`config.mk`:
```
export PLATFORM = sky130hd
export DESIGN_NAME = residual_sequencer
export DESIGN_NICKNAME = d
export VERILOG_FILES = /design/src/rtl/flac_pkg.sv /design/src/rtl/residual_sequencer_rice_decode.sv /design/src/rtl/residual_sequencer.sv
export SDC_FILE = /design/constraint.sdc
export NUM_CORES = 1
export LEC_CHECK = 0
export BUFFER_PORTS_ARGS = -buffer_cell sky130_fd_sc_hd__buf_2
export CORE_MARGIN = 8
export CORE_UTILIZATION = 40
export CTS_CLUSTER_DIAMETER = 200
export DETAILED_ROUTE_END_ITERATION = 8
export PLACE_DENSITY_LB_ADDON = 0.25
export SETUP_SLACK_MARGIN = 0.02
export SYNTH_ARGS = -nofsm -noshare
export SYNTH_HDL_FRONTEND = slang
export SYNTH_SLANG_ARGS = --single-unit
```
`constraint.sdc`:
```
create_clock -name iClk -period 5.1 [get_ports iClk]
set_clock_uncertainty 0.1 [all_clocks]
set_input_delay 1.275 -clock iClk [delete_from_list [all_inputs] [get_ports iClk]]
set_output_delay 1.275 -clock iClk [all_outputs]
set_load 0.1 [all_outputs]
```
`src/rtl/flac_pkg.sv`:
```
// Shared FLAC residual definitions: state encodings, coding-method codes,
// fixed widths and the zigzag unfold used to rebuild signed residuals.
package flac_pkg;

    localparam int SAMPLE_W = 16;
    localparam int ORDER_W  = 4;

    localparam logic [1:0] RICE4 = 2'b00;
    localparam logic [1:0] RICE5 = 2'b01;

    typedef enum logic [2:0] {
        S_IDLE,
        S_METHOD,
        S_ORDER,
        S_CHECK,
        S_DECODE,
        S_LAST,
        S_FIN,
        S_ERR
    } seq_state_t;

    typedef enum logic [1:0] {
        D_PARAM,
        D_UNARY,
        D_LSB
    } dec_state_t;

    // Even codes map to non-negative values, odd codes to negative ones.
    function automatic logic [SAMPLE_W-1:0] zigzag_decode(input logic [SAMPLE_W-1:0] u);
        return u[0] ? ~(u >> 1) : (u >> 1);
    endfunction

endpackage

```
`src/rtl/residual_sequencer_rice_decode.sv`:
```
// Partitioned Rice decoder: 4-bit parameter per partition, then per sample a
// unary quotient (zeros ended by a one) followed by param LSBs.
module rice_decode
    import flac_pkg::*;
(
    input  logic                iClk,
    input  logic                iRst,
    input  logic                iEn,
    input  logic                iData,
    input  logic [SAMPLE_W-1:0] iBlockSize,
    input  logic [ORDER_W-1:0]  iPredictorOrder,
    input  logic [ORDER_W-1:0]  iPartitionOrder,
    output logic                oDone,
    output logic [SAMPLE_W-1:0] oMsb,
    output logic [SAMPLE_W-1:0] oLsb,
    output logic [ORDER_W-1:0]  oRiceParam
);

    dec_state_t          state, state_nxt;
    logic [ORDER_W-1:0]  param, bit_cnt;
    logic [SAMPLE_W-1:0] msb_acc, lsb_acc, part_left, part_size;
    logic                sample_end;

    assign part_size = iBlockSize >> iPartitionOrder;

    always_comb begin
        // NOTE: every signal gets its default first so no path can infer a latch.
        sample_end = 1'b0;
        state_nxt  = state;
        if (iEn) begin
            case (state)
                D_PARAM: if (bit_cnt == 4'd3) state_nxt = D_UNARY;
                D_UNARY: if (iData) begin
                    if (param == '0) sample_end = 1'b1;
                    else             state_nxt  = D_LSB;
                end
                D_LSB:   if (bit_cnt == param - 4'd1) sample_end = 1'b1;
                default: state_nxt = D_PARAM;
            endcase
            if (sample_end) state_nxt = (part_left == 16'd1) ? D_PARAM : D_UNARY;
        end
    end

    always_ff @(posedge iClk) begin
        // NOTE: non-blocking assignments for all registered state.
        if (iRst) begin
            state      <= D_PARAM;
            param      <= '0;
            bit_cnt    <= '0;
            msb_acc    <= '0;
            lsb_acc    <= '0;
            part_left  <= part_size - SAMPLE_W'(iPredictorOrder);
            oDone      <= 1'b0;
            oMsb       <= '0;
            oLsb       <= '0;
            oRiceParam <= '0;
        end else begin
            state <= state_nxt;
            oDone <= sample_end;
            if (iEn) begin
                case (state)
                    D_PARAM: begin
                        param   <= {param[2:0], iData};
                        bit_cnt <= (bit_cnt == 4'd3) ? '0 : bit_cnt + 4'd1;
                    end
                    D_UNARY: if (!iData) msb_acc <= msb_acc + 16'd1;
                    D_LSB: begin
                        lsb_acc <= {lsb_acc[14:0], iData};
                        bit_cnt <= bit_cnt + 4'd1;
                    end
                    default: ;
                endcase
            end
            // Outputs are captured here so they stay stable while the next sample starts.
            if (sample_end) begin
                oMsb       <= msb_acc;
                oLsb       <= (state == D_LSB) ? {lsb_acc[14:0], iData} : '0;
                oRiceParam <= param;
                msb_acc    <= '0;
                lsb_acc    <= '0;
                bit_cnt    <= '0;
                part_left  <= (part_left == 16'd1) ? part_size : part_left - 16'd1;
            end
        end
    end

endmodule

```
`src/rtl/residual_sequencer.sv`:
```
// Residual sequencer for one FLAC subframe: parses the residual header, drives
// the Rice decoder, counts samples and emits zigzag-decoded residuals.
module residual_sequencer
    import flac_pkg::*;
(
    input  logic        iClk,
    input  logic        iRst,
    input  logic        iStart,
    input  logic [15:0] iBlockSize,
    input  logic [3:0]  iPredictorOrder,
    input  logic        iData,
    input  logic        iValid,
    output logic        oReady,
    output logic [15:0] oResidual,
    output logic        oValid,
    output logic        oDone,
    output logic        oError,
    output logic        oBusy
);

    seq_state_t  state, state_nxt;
    logic [1:0]  method, hdr_cnt;
    logic [3:0]  porder, pred_order;
    logic [15:0] block_size, total, count;
    logic        stall, accept, hdr_bad, in_decode;
    logic        dec_rst, dec_en, dec_done;
    logic [15:0] dec_msb, dec_lsb;
    logic [3:0]  dec_param;

    assign in_decode = (state == S_DECODE) || (state == S_LAST);
    assign oReady    = (state == S_METHOD) || (state == S_ORDER) || (state == S_DECODE)
                    || ((state == S_LAST) && !stall);
    assign oBusy     = (state != S_IDLE);
    assign accept    = iValid & oReady;
    assign dec_rst   = iRst | ~in_decode;
    assign dec_en    = accept & in_decode;

    assign hdr_bad = (method != RICE4)
                  || (block_size <= 16'(pred_order))
                  || ((porder != '0) && ((block_size & ((16'd1 << porder) - 16'd1)) != '0))
                  || ((porder != '0) && ((block_size >> porder) <= 16'(pred_order)));

    rice_decode u_rice (
        .iClk            (iClk),
        .iRst            (dec_rst),
        .iEn             (dec_en),
        .iData           (iData),
        .iBlockSize      (block_size),
        .iPredictorOrder (pred_order),
        .iPartitionOrder (porder),
        .oDone           (dec_done),
        .oMsb            (dec_msb),
        .oLsb            (dec_lsb),
        .oRiceParam      (dec_param)
    );

    always_comb begin
        state_nxt = state;
        case (state)
            S_IDLE:   if (iStart) state_nxt = S_METHOD;
            S_METHOD: if (accept && hdr_cnt == 2'd1) state_nxt = S_ORDER;
            S_ORDER:  if (accept && hdr_cnt == 2'd3) state_nxt = S_CHECK;
            S_CHECK: begin
                if (hdr_bad)                                          state_nxt = S_ERR;
                else if (block_size - 16'(pred_order) == 16'd1)      state_nxt = S_LAST;
                else                                                  state_nxt = S_DECODE;
            end
            S_DECODE: if (dec_done && (count + 16'd1 == total - 16'd1)) state_nxt = S_LAST;
            S_LAST:   if (stall && dec_done) state_nxt = S_FIN;
            S_FIN:    state_nxt = S_IDLE;
            S_ERR:    if (iStart) state_nxt = S_IDLE;
            default:  state_nxt = S_IDLE;
        endcase
    end

    always_ff @(posedge iClk) begin
        if (iRst) state <= S_IDLE;
        else      state <= state_nxt;
    end

    always_ff @(posedge iClk) begin
        if (iRst) begin
            method     <= '0;
            hdr_cnt    <= '0;
            porder     <= '0;
            pred_order <= '0;
            block_size <= '0;
            total      <= '0;
            count      <= '0;
            stall      <= 1'b0;
            oResidual  <= '0;
            oValid     <= 1'b0;
            oDone      <= 1'b0;
            oError     <= 1'b0;
        end else begin
            oValid <= dec_done;
            oDone  <= (state == S_FIN);
            if (dec_done) oResidual <= zigzag_decode((dec_msb << dec_param) | dec_lsb);
            case (state)
                S_IDLE: if (iStart) begin
                    block_size <= iBlockSize;
                    pred_order <= iPredictorOrder;
                    hdr_cnt    <= '0;
                end
                S_METHOD: if (accept) begin
                    method  <= {method[0], iData};
                    hdr_cnt <= (hdr_cnt == 2'd1) ? 2'd0 : hdr_cnt + 2'd1;
                end
                S_ORDER: if (accept) begin
                    porder  <= {porder[2:0], iData};
                    hdr_cnt <= hdr_cnt + 2'd1;
                end
                S_CHECK: begin
                    total  <= block_size - 16'(pred_order);
                    count  <= '0;
                    stall  <= 1'b1;
                    oError <= hdr_bad;
                end
                S_DECODE: begin
                    if (dec_done) count <= count + 16'd1;
                    // LAST opens with a stall so a bit taken on the entry edge is never followed by another.
                    stall <= 1'b1;
                end
                S_LAST: begin
                    if (stall)       stall <= 1'b0;
                    else if (accept) stall <= 1'b1;
                end
                S_ERR: if (iStart) oError <= 1'b0;
                default: ;
            endcase
        end
    end

endmodule

```
* After elaboration in Yosys (flattened, before gate mapping)
Cells that the tools add are included.
Operators by class: multiplexer cells 40, eq/ne operators 29, bitwise gates (word level) 8, reduce and logical (&&, ||, !) cells 42, add/subtract/negate cells 10, magnitude comparators 2, shifts and indexed selects 3
Operator list (count):
- $mux 16 | 6
- $sub 16x1->16 const B | 3
- $add 16x1->16 const B | 2
- $eq 16x1->1 const B | 2
- $le 16x4->1 | 2
- $pmux 16 s2 | 1
- $sub 16x4->16 | 2
- $pmux 3 s8 | 1
- $mux 2 | 9
- $mux 3 | 6
- $and 16x16->16 | 1
- $eq 16x16->1 | 1
- $not 15->16 | 1
- $or 16x16->16 | 1
- $reduce_and 2->1 | 8
- $reduce_bool 16->1 | 1
- $shl 1x4->16 const A | 1
- $shl 16x4->16 | 1
- $shr 16x4->16 | 1
- $eq 3x3->1 const B | 4
- $pmux 2 s3 | 2
- $reduce_bool 2->1 | 6
- $mux 1 | 10
- $ne 2x1->1 const B | 5
- other kinds (31) | 57
Word-level totals: output and inout port bits 21, register bits 177

* Logic depth before layout (Yosys ltp)
Gate-level depths: netlist of run 1.
depth in word-level cells 10, gate-level depth with buffers 18, mapped depth without buffers 14

* Modules after synthesis
Synthesis of run 1 repeated with hierarchy kept, for this count alone.
Second synthesis, totals: cells, all modules 1410, area total of the unflattened synthesis 11516.0 µm²
By module, submodules not included:
- residual_sequencer | seq. area each 1661.6 µm², area each 6092.1 µm², instances 1, cells each 804
- rice_decode | seq. area each 2042.0 µm², area each 5424.0 µm², instances 1, cells each 606

* Worst setup path after synthesis of run 1
Ideal clock, no wire load.
kind register to register, start point register porder[0], end point register u_rice.part_left[9] (data pin), period minus slack after synthesis 4.209 ns, buffers on the path 3, data arrival time 3.842 ns, setup slack 0.891 ns, data required time 4.733 ns, stages on the path, launching flop included 16, cell sequence dfxtp_1 -> clkbuf_1 -> buf_2 -> buf_1 -> mux4_2 -> nor2b_1 -> a211oi_1 -> a21oi_1 -> ha_1 -> o21ai_0 -> a21boi_0 -> or3_1 -> nor3_1 -> a211oi_1 -> a211oi_1 -> a21oi_1
On the way: cells in the longest elaborated chain, start to end 4
Ends and longest elaborated chain:
- from (decl) | line residual_sequencer.sv:23 | logic [3:0] porder, pred_order;
- from (signal assigned) | line residual_sequencer.sv:110 | porder <= {porder[2:0], iData};
- $shr 16x4->16 (*) | line residual_sequencer_rice_decode.sv:24 | assign part_size = iBlockSize >> iPartitionOrder;
- branches (longest 2 deep; another with $sub 16x4->16)
- $mux 16 (*) | line residual_sequencer_rice_decode.sv:46 | if (iRst) begin
- to (signal assigned) | line residual_sequencer_rice_decode.sv:52 | part_left <= part_size - SAMPLE_W'(iPredictorOrder);
- to (signal assigned) | line residual_sequencer_rice_decode.sv:82 | part_left <= (part_left == 16'd1) ? part_size : part_left - 16'd1;
- to (decl) | line residual_sequencer_rice_decode.sv:21 | logic [SAMPLE_W-1:0] msb_acc, lsb_acc, part_left, part_size;
Mark *: on every way between the ends. The select of a mux whose other input is x is not followed. A chain may end at the register's enable or synchronous reset.

* Worst setup path after layout of run 1
start point register porder[0], end point register state[1]
On the way: cells in the longest elaborated chain, start to end 9
Ends and longest elaborated chain:
- $shl 1x4->16 | line residual_sequencer.sv:40 | || ((porder != '0) && ((block_size & ((16'd1 << porder) - 16'd1)) != '0))
- $sub 16x1->16 | line residual_sequencer.sv:40
- $and 16x16->16 | line residual_sequencer.sv:40
- $reduce_bool 16->1 | line residual_sequencer.sv:40
- $logic_and 1x1->1 | line residual_sequencer.sv:40
- $logic_or 1x1->1 | line residual_sequencer.sv:40
- $logic_or 1x1->1 (*) | line residual_sequencer.sv:41 | || ((porder != '0) && ((block_size >> porder) <= 16'(pred_order)));
- $mux 2 (*) | line residual_sequencer.sv:64 | if (hdr_bad) state_nxt = S_ERR;
- $pmux 3 s8 (*) | line residual_sequencer.sv:59 | case (state)
- to (signal assigned) | line residual_sequencer.sv:78 | else state <= state_nxt;
- to (decl) | line residual_sequencer.sv:21 | seq_state_t state, state_nxt;
Every way passes the cells marked *; elsewhere a longest branch is shown, timed or not.

==> results.py, run 1 <==
metrics = {
    "outcome": {
        "status": "finished clean",
    },
    "sta": {
        "final.min_clock_period_ps": 4339,
        "slew_viol_final": 0,
        "finalHoldViolations": 0,
        "setup_viol_count_final": 0,
        "fmax_ghz": 0.2305,
        "rsz0062_at_grt": "false",
        "setup_tns_ps": 0,
        "slew_headroom": 0.2567,
        "tightest_slew_ps": 1114,
        "fin_crit_sh": 0.8507,
    },
    "logic_synthesis": {
        "syn_inst": 1282,
        "ys_seq_elements": 177,
        "synth.avg_cell_area_um2": 8.147,
        "synth_edf_count": 16,
        "syn-cell-area_um2": 10450,
        "synth_cell_types": 71,
        "async_flop_share": 0,
        "syn_nets": 1333,
        "yosys_warnings": 0,
        "synth_ff_type": "dfxtp_1",
        "ys_seq_area_frac": 0.3546,
    },
    "critical_path": {
        "cp.buffers_inverters": 0,
        "slowest_delay_ps": 860,
        "crit_slowest_cell": "dfxtp_1",
        "crit_path_max_fanout": 14,
        "critPathLaunchType": "flop",
        "cp_cell_sequence": "mux4_2 -> mux2i_1 -> nor2_1 -> a21oi_1 -> ha_1 -> fa_1 -> nor2b_1 -> o21ai_0 -> nand2b_1 -> a211oi_1 -> nand4b_1 -> o2111ai_1 -> a22oi_1 -> a2111oi_2",
        "crit_path_end_kind": "flop",
        "arrival_ps": 4550,
        "startpoint": "porder[0]$_SDFFE_PP0P_",
        "r2r-start": "porder[0]$_SDFFE_PP0P_",
        "cp_top_family": "compound AO/OA/AOI/OAI gates",
        "path_class": "reg2reg",
        "required_ps": 5320,
    },
    "grt": {
        "grt_pass1_wl_um": 43840,
        "grt_util_met3": 0.02723,
        "use_met2": 0.2500,
        "grt_pass1_vias": 8449,
        "overflow": 0,
        "grt_use_met1": 0.2453,
        "antenna_found_initial": 1,
        "grt_max_degree": 85,
        "grtUsageTotal": 0.1688,
        "gr-max-usage-layer": "met2",
    },
    "final_layout": {
        "stdcell_area_um2": 11500,
        "diodes": 0,
        "multi_input_area_um2": 6277,
        "layout_common_cells": "dfxtp_1 (161), nand2_1 (147), nor2_1 (145)",
        "seq_area_um2": 3704,
        "syn_to_final_growth_pct": 10.12,
        "final_common_cell": "dfxtp_1",
        "drive_above_1_share": 0.1007,
        "nets": 1319,
        "fill_cells": 2587,
    },
    "floorplan": {
        "ios": 46,
        "die_w_um": 177.6,
        "start_util": 0.4043,
        "die_y_um": 177.6,
        "coreArea_um2": 25840,
        "dieArea_um2": 31540,
        "rows": 59,
    },
    "cts": {
        "cts_buffer_depth": 2,
        "cts_htree_levels": 4,
        "ctsHoldBuffers": 0,
        "cts_buffers": 17,
        "cts_resized": 0,
        "cts-root-buf": "clkbuf_16",
        "clk_pin_slew_worst_paths_ps": 70,
        "cts_tree": "done",
        "clk_latency_ps": 430,
        "cts_setup_buffers": 0,
        "cts_num_sinks": 177,
    },
    "detailed_routing": {
        "routedWlPerCell_um": 16.22,
        "dr.first_iter.drc_count": 753,
        "drt-pass1-iter-count": 5,
        "vias": 8989,
        "drc_errors": 0,
        "routed_wl_um": 26220,
        "ant_nets": 0,
        "via_per_inst": 5.563,
    },
    "power": {
        "p_leak_nw": 4.068,
        "power_density_nw_per_um2": 431.1,
        "ir_drop_mv": 0.3363,
    },
    "min_path": {
        "min-delay-start": "pred_order[2]$_SDFFE_PP0P_",
        "hp-class": "reg2reg",
    },
    "placement": {
        "place_area_um2": 10870,
        "portBuffers": 45,
        "gp_congestion": 0.8767,
        "hpwlAfterDp_um": 18650,
    },
    "job": {
        "cap_violations": 0,
    },
}
## power by group
group	internal, W	switching, W	total, W
logic	0.000713	0.00105	0.00176
clock network	0.000760	0.000644	0.00140
registers	0.00157	0.000224	0.00180
## state kept, by name, indices dropped and copies added (netlist names), 3 cells and up
name and flops:
block_size 16, count 16, oResidual 16, total 16, u_rice.msb_acc 16, u_rice.oLsb 16
u_rice.oMsb 16, u_rice.part_left 16, u_rice.lsb_acc 15, porder 4, pred_order 4, u_rice.bit_cnt 4
u_rice.oRiceParam 4, u_rice.param 4, state 3
## layer usage
metal | up-vias | part of all wire
met4 | 2 | 0.016
met3 | 37 | 0.052
met1 | 4177 | 0.50
li1 | 4541 | -
met2 | 232 | 0.43
met5 | - | 0.00050
## logic make-up after synthesis
group / count (synthesis) / share of synthesized area
buffers and inverters: 128 / 0.04624
AND/OR/NAND/NOR: 491 / 0.2227
XOR/XNOR: 104 / 0.09020
multiplexers: 49 / 0.06337
flip-flops: 177 / 0.3546
adder cells (fa/ha/maj): 26 / 0.03258
AO/OA/AOI/OAI: 307 / 0.1903
## worst reg2reg max path: cells and delay by family, from the launching register on
family          cells  cell delay, ps
flops               1             860
mux                 2            1060
compound gates      6            1250
fa+ha+maj           2             460
simple gates        4             510
## area by class of cell
type / count / share of cell area
clock inverters: 15 / 0.01838
repair buffers: 59 / 0.02872
well taps: 335 / 0.03644
clock buffers: 17 / 0.03698
flip-flops and latches: 177 / 0.3220
inverters: 36 / 0.01175
multi-input cells: 977 / 0.5457
## Yosys cell counts (all sizes together), types with 4 or more instances
cell type	number	area share
o22ai	6	0.0036
nor2	147	0.053
nand2	147	0.053
dfxtp	161	0.31
clkbuf	82	0.029
or3	23	0.014
a211oi	40	0.029
and3	14	0.0085
and2	10	0.0062
o21a	6	0.0043
buf	10	0.0038
and4	4	0.0034
nand3	36	0.017
nand2b	9	0.0054
o21ai	51	0.024
xor2	36	0.030
nor3	32	0.015
mux4	13	0.028
nand4	13	0.0078
nor3b	8	0.0058
a22o	35	0.029
mux2	7	0.0075
edfxtp	16	0.046
a21o	4	0.0029
xnor2	66	0.055
nor2b	15	0.0090
ha	24	0.029
a21oi	110	0.053
o211ai	9	0.0065
a22oi	8	0.0058
nor4	15	0.0090
mux2i	29	0.028
a311oi	9	0.0075
inv	35	0.013
nand3b	5	0.0036
o31ai	4	0.0029
## path summary, 6_finish.rpt
| kind | end | slack, ps | depth (start not counted) |
|---|---|---|---|
| max | state[1]$_SDFFE_PP0P_ | 760 | 14 |
| min | pred_order[2]$_SDFFE_PP0P_ | 360 | 2 |
| max reg2reg | state[1]$_SDFFE_PP0P_ | 760 | 14 |
| min reg2reg | pred_order[2]$_SDFFE_PP0P_ | 360 | 2 |
## through the flow
step	std cells	util	hold WS (ps)	setup slack (ps)	power, W
floorplan	1282	-	336.0	891.0	0.003163
global placement	1584	0.4205	345.7	900.5	0.003543
detailed placement	1584	0.4205	359.6	784.3	0.003569
CTS	1616	0.4452	370.6	738.3	0.004985
global route	1616	0.4452	389.4	290.5	0.005280
finish	1616	0.4452	362.7	761.5	0.004959
Power figures use the tool's default switching activity.
==> run 2, diff against run 1 <==
- REMOVE_ABC_BUFFERS: not set -> 1
- SLEW_MARGIN: not set -> 20
==> results.py, run 2 (synthesis gave the netlist of run 1 again) <==
metrics = {
    "outcome": {
        "status": "finished clean",
    },
    "power": {
        "p_sw_w": 0.001898,
        "ir_drop_mv": 0.2523,
        "seqPwrFrac": 0.366,
        "power_density_nw_per_um2": 425.9,
        "pwr-share-comb": 0.360,
        "p_leak_nw": 4.072,
        "p_int_w": 0.002998,
        "p_total_w": 0.004897,
        "clkPwrFrac": 0.274,
        "switching_share": 0.3877,
    },
    "final_layout": {
        "fill_cells": 2547,
        "diodes": 0,
        "nets": 1321,
        "layout_common_cells": "dfxtp_1 (161), nand2_1 (147), nor2_1 (145)",
        "syn_to_final_growth_pct": 10.06,
        "finish.utilization": 0.4449,
        "seq_area_um2": 3704,
        "final_cells": 1618,
        "final_common_cell": "dfxtp_1",
        "drive_above_1_share": 0.1029,
        "multi_input_area_um2": 6285,
    },
    "grt": {
        "antenna_found_initial": 1,
        "grt_pass1_wl_um": 43940,
        "overflow": 0,
        "grtUsageTotal": 0.1686,
        "grt_max_degree": 84,
        "grt_pass1_vias": 8474,
    },
    "placement": {
        "gp_congestion": 0.9073,
        "place_ws_ps": 988.9,
        "portBuffers": 45,
        "hpwlAfterDp_um": 18930,
        "dp.cells": 1586,
    },
    "cts": {
        "cts_buffers": 17,
        "cts-root-buf": "clkbuf_16",
        "cts_num_sinks": 177,
        "cts_setup_buffers": 0,
        "ctsHoldBuffers": 0,
        "clk_pin_slew_worst_paths_ps": 70,
        "cts_resized": 0,
        "cts_htree_levels": 4,
        "clk_latency_ps": 430,
        "cts_buffer_depth": 2,
        "cts_tree": "done",
    },
    "critical_path": {
        "crit_path_end_kind": "flop",
        "arrival_ps": 4200,
        "path_class": "reg2reg",
        "required_ps": 5170,
        "reg2regPathDepth": 13,
        "crit_path_max_fanout": 15,
        "critPathLaunchType": "flop",
    },
    "sta": {
        "slew_headroom": 0.3936,
        "rsz0062_at_grt": "false",
        "finalHoldViolations": 0,
        "fin_crit_sh": 0.8106,
        "final.min_clock_period_ps": 4134,
        "setup_viol_count_final": 0,
        "tightest_slew_ps": 909.6,
        "setup_slack_ps": 966.2,
        "setup_tns_ps": 0,
        "slew_viol_final": 0,
        "fmax_ghz": 0.2419,
    },
    "floorplan": {
        "die_w_um": 177.6,
        "rows": 59,
        "ios": 46,
        "die_y_um": 177.6,
        "coreArea_um2": 25840,
        "dieArea_um2": 31540,
        "start_util": 0.4043,
    },
    "detailed_routing": {
        "via_per_inst": 5.642,
        "drt-pass1-iter-count": 5,
        "dr.first_iter.drc_count": 762,
        "ant_nets": 0,
        "drc_errors": 0,
        "met2WireLength_um": 12170,
        "wl_met3_um": 1251,
        "routedWlPerCell_um": 16.43,
        "vias": 9128,
        "routed_wl_um": 26590,
        "top_layer_used": "met5",
        "met1_length_um": 12670,
    },
    "min_path": {
        "min_path_cells": 2,
        "hp-class": "reg2reg",
    },
    "job": {
        "cap_violations": 0,
    },
}
## run 2: final timing paths
kind | startpoint | to | slack [ps]
worst max-delay path | porder[0]$_SDFFE_PP0P_ | u_rice.part_left[9]$_DFFE_PP_ | 970
worst min register to register | u_rice.lsb_acc[14]$_SDFFE_PP0P_ | u_rice.lsb_acc[14]$_SDFFE_PP0P_ | 360
worst max register to register | porder[0]$_SDFFE_PP0P_ | u_rice.part_left[9]$_DFFE_PP_ | 970
worst min-delay path | u_rice.lsb_acc[14]$_SDFFE_PP0P_ | u_rice.lsb_acc[14]$_SDFFE_PP0P_ | 360
## run 2: power by group through the flow
stage | clock (W) | combinational [W] | sequential [W]
4_1_cts | 0.00136 | 0.00177 | 0.00179
3_5_place_dp | 0 | 0.00175 | 0.00182
5_1_grt | 0.00141 | 0.00197 | 0.00181
3_3_place_gp | 0 | 0.00173 | 0.00182
6_report | 0.00134 | 0.00176 | 0.00179
2_1_floorplan | 0 | 0.00137 | 0.00175
## run 2: layer usage
| metal | up-vias | GRT usage |
|---|---|---|
| met5 | - | 0 |
| met4 | 2 | 0.05488 |
| met3 | 39 | 0.02489 |
| met2 | 221 | 0.2657 |
| met1 | 4321 | 0.2331 |
| li1 | 4545 | - |
## run 2: layout make-up
class,instances,area share
Tap cell,335,0.03646
Inverter,36,0.01186
Multi-Input combinational cell,977,0.5467
Clock inverter,14,0.01458
Timing Repair Buffer,61,0.03004
Clock buffer,18,0.03820
Sequential cell,177,0.3222
## run 2: per-stage QoR
step,hold WS (ps),area (um2)
after floorplan,330.3,10100
after global placement,346.5,10880
after detailed placement,348.9,10880
after CTS,359.0,11490
after global routing,388.6,11500
final,355.3,11500
## run 2: worst max-delay path, stage by stage, from the launching register on
cell	delay, ps
dfxtp_1	730
buf_4	300
mux4_2	520
mux2_2	280
a21oi_1	220
ha_1	230
nor2b_1	50
o21ai_0	220
a21boi_0	170
or3_1	350
nor3_1	240
a211oi_1	120
a211oi_1	270
a21oi_1	80
==> run 3, diff against run 2 <==
- clock period: 5.1 -> 3.9 ns (I/O delays scaled with it)
==> results.py, run 3 (synthesis gave the netlist of run 1 again) <==
metrics = {
    "outcome": {
        "status": "finished clean",
    },
    "detailed_routing": {
        "via_per_inst": 5.618,
        "met2WireLength_um": 12460,
        "ant_nets": 0,
        "routedWlPerCell_um": 16.49,
        "top_layer_used": "met5",
        "wl_met3_um": 1257,
        "met1_length_um": 12970,
        "drt-pass1-iter-count": 5,
        "dr.first_iter.drc_count": 653,
        "drc_errors": 0,
        "routed_wl_um": 27120,
        "vias": 9242,
    },
    "grt": {
        "antenna_found_initial": 1,
        "grt_pass1_wl_um": 44850,
        "grt_max_degree": 85,
        "grtUsageTotal": 0.1729,
        "grt_pass1_vias": 8606,
        "overflow": 0,
    },
    "placement": {
        "hpwlAfterDp_um": 19650,
        "portBuffers": 45,
        "dp.cells": 1613,
        "place_area_um2": 11100,
        "place_ws_ps": 122.1,
        "gp_congestion": 0.8888,
    },
    "cts": {
        "cts_num_sinks": 177,
        "cts_buffer_depth": 2,
        "cts_setup_buffers": 0,
        "cts_tree": "done",
        "ctsHoldBuffers": 0,
        "clk_latency_ps": 440,
        "cts_htree_levels": 4,
        "cts_resized": 0,
        "cts_buffers": 17,
        "clk_pin_slew_worst_paths_ps": 70,
        "cts-root-buf": "clkbuf_16",
    },
    "final_layout": {
        "final_cells": 1645,
        "drive_above_1_share": 0.1244,
        "finish.utilization": 0.4523,
        "stdcell_area_um2": 11690,
        "nets": 1348,
        "layout_common_cells": "dfxtp_1 (159), nand2_1 (147), nor2_1 (145)",
        "diodes": 0,
        "syn_to_final_growth_pct": 11.88,
        "final_common_cell": "dfxtp_1",
    },
    "sta": {
        "setup_viol_count_final": 0,
        "slew_viol_final": 0,
        "setup_slack_ps": 332.2,
        "tightest_slew_ps": 1029,
        "fmax_ghz": 0.2803,
        "fin_crit_sh": 0.9148,
        "final.min_clock_period_ps": 3568,
        "finalHoldViolations": 0,
        "slew_headroom": 0.3141,
        "rsz0062_at_grt": "true",
    },
    "critical_path": {
        "ff2ff_setup_slack_ps": 330,
        "critPathLaunchType": "flop",
        "crit_path_max_fanout": 5,
        "required_ps": 3980,
        "arrival_ps": 3650,
        "path_class": "reg2reg",
        "crit_path_end_kind": "flop",
    },
    "floorplan": {
        "coreArea_um2": 25840,
        "ios": 46,
        "dieArea_um2": 31540,
        "die_y_um": 177.6,
        "rows": 59,
        "die_w_um": 177.6,
        "start_util": 0.4043,
    },
    "power": {
        "ir_drop_mv": 0.3075,
        "p_total_w": 0.006402,
        "power_density_nw_per_um2": 547.9,
        "p_leak_nw": 4.196,
    },
    "job": {
        "cap_violations": 0,
    },
    "min_path": {
        "hp-class": "reg2reg",
    },
}
==> run 3: power by group <==
group	total, W	internal [W]	switching (W)
logic	0.00245	0.00100	0.00145
registers	0.00228	0.00206	0.000226
clock network	0.00167	0.000850	0.000820
total	0.00640	0.00391	0.00250
==> run 3: layout make-up <==
cell class                 count  area (um2)
timing repair buffer          88       560.5
clock inverter                15       141.4
tap                          335       419.2
inverter                      36       135.1
clock buffer                  17       425.4
sequential                   177        3706
multi-input combinational    977        6299
fill                        2610       14150
==> run 3: per-layer routing <==
layer	GRT usage	vias up
li1	-	4591
met1	0.2345	4402
met2	0.2775	213
met3	0.02894	34
met4	0.05141	2
met5	0	-
==> run 3: final timing paths <==
| check | startpoint | to | depth (start not counted) |
|---|---|---|---|
| setup / recovery | porder[0]$_SDFFE_PP0P_ | u_rice.part_left[9]$_DFFE_PP_ | 12 |
| hold / removal | u_rice.lsb_acc[14]$_SDFFE_PP0P_ | u_rice.lsb_acc[14]$_SDFFE_PP0P_ | 2 |
| setup reg to reg | porder[0]$_SDFFE_PP0P_ | u_rice.part_left[9]$_DFFE_PP_ | 12 |
| hold reg to reg | u_rice.lsb_acc[14]$_SDFFE_PP0P_ | u_rice.lsb_acc[14]$_SDFFE_PP0P_ | 2 |
==> run 3: worst max-delay path, cell delays in order (launching register included) <==
cell      delay [ps]
dfxtp_2          400
buf_4            180
mux4_2           480
nor2b_1          140
a211oi_1         390
a21oi_1          120
ha_1             340
a21boi_0         170
or3_1            360
nor3_1           210
a211oi_1         110
a211oi_1         230
a21oi_1           60
==> run 3: stage by stage <==
| stage | TNS, ps | hold slack (ps) |
|---|---|---|
| 6_report | 0 | 352.9 |
| 5_1_grt | 0 | 377.3 |
| 4_1_cts | 0 | 356.6 |
| 3_5_place_dp | 0 | 347.6 |
| 3_3_place_gp | 0 | 342.7 |
| 2_1_floorplan | -33130 | 330.3 |
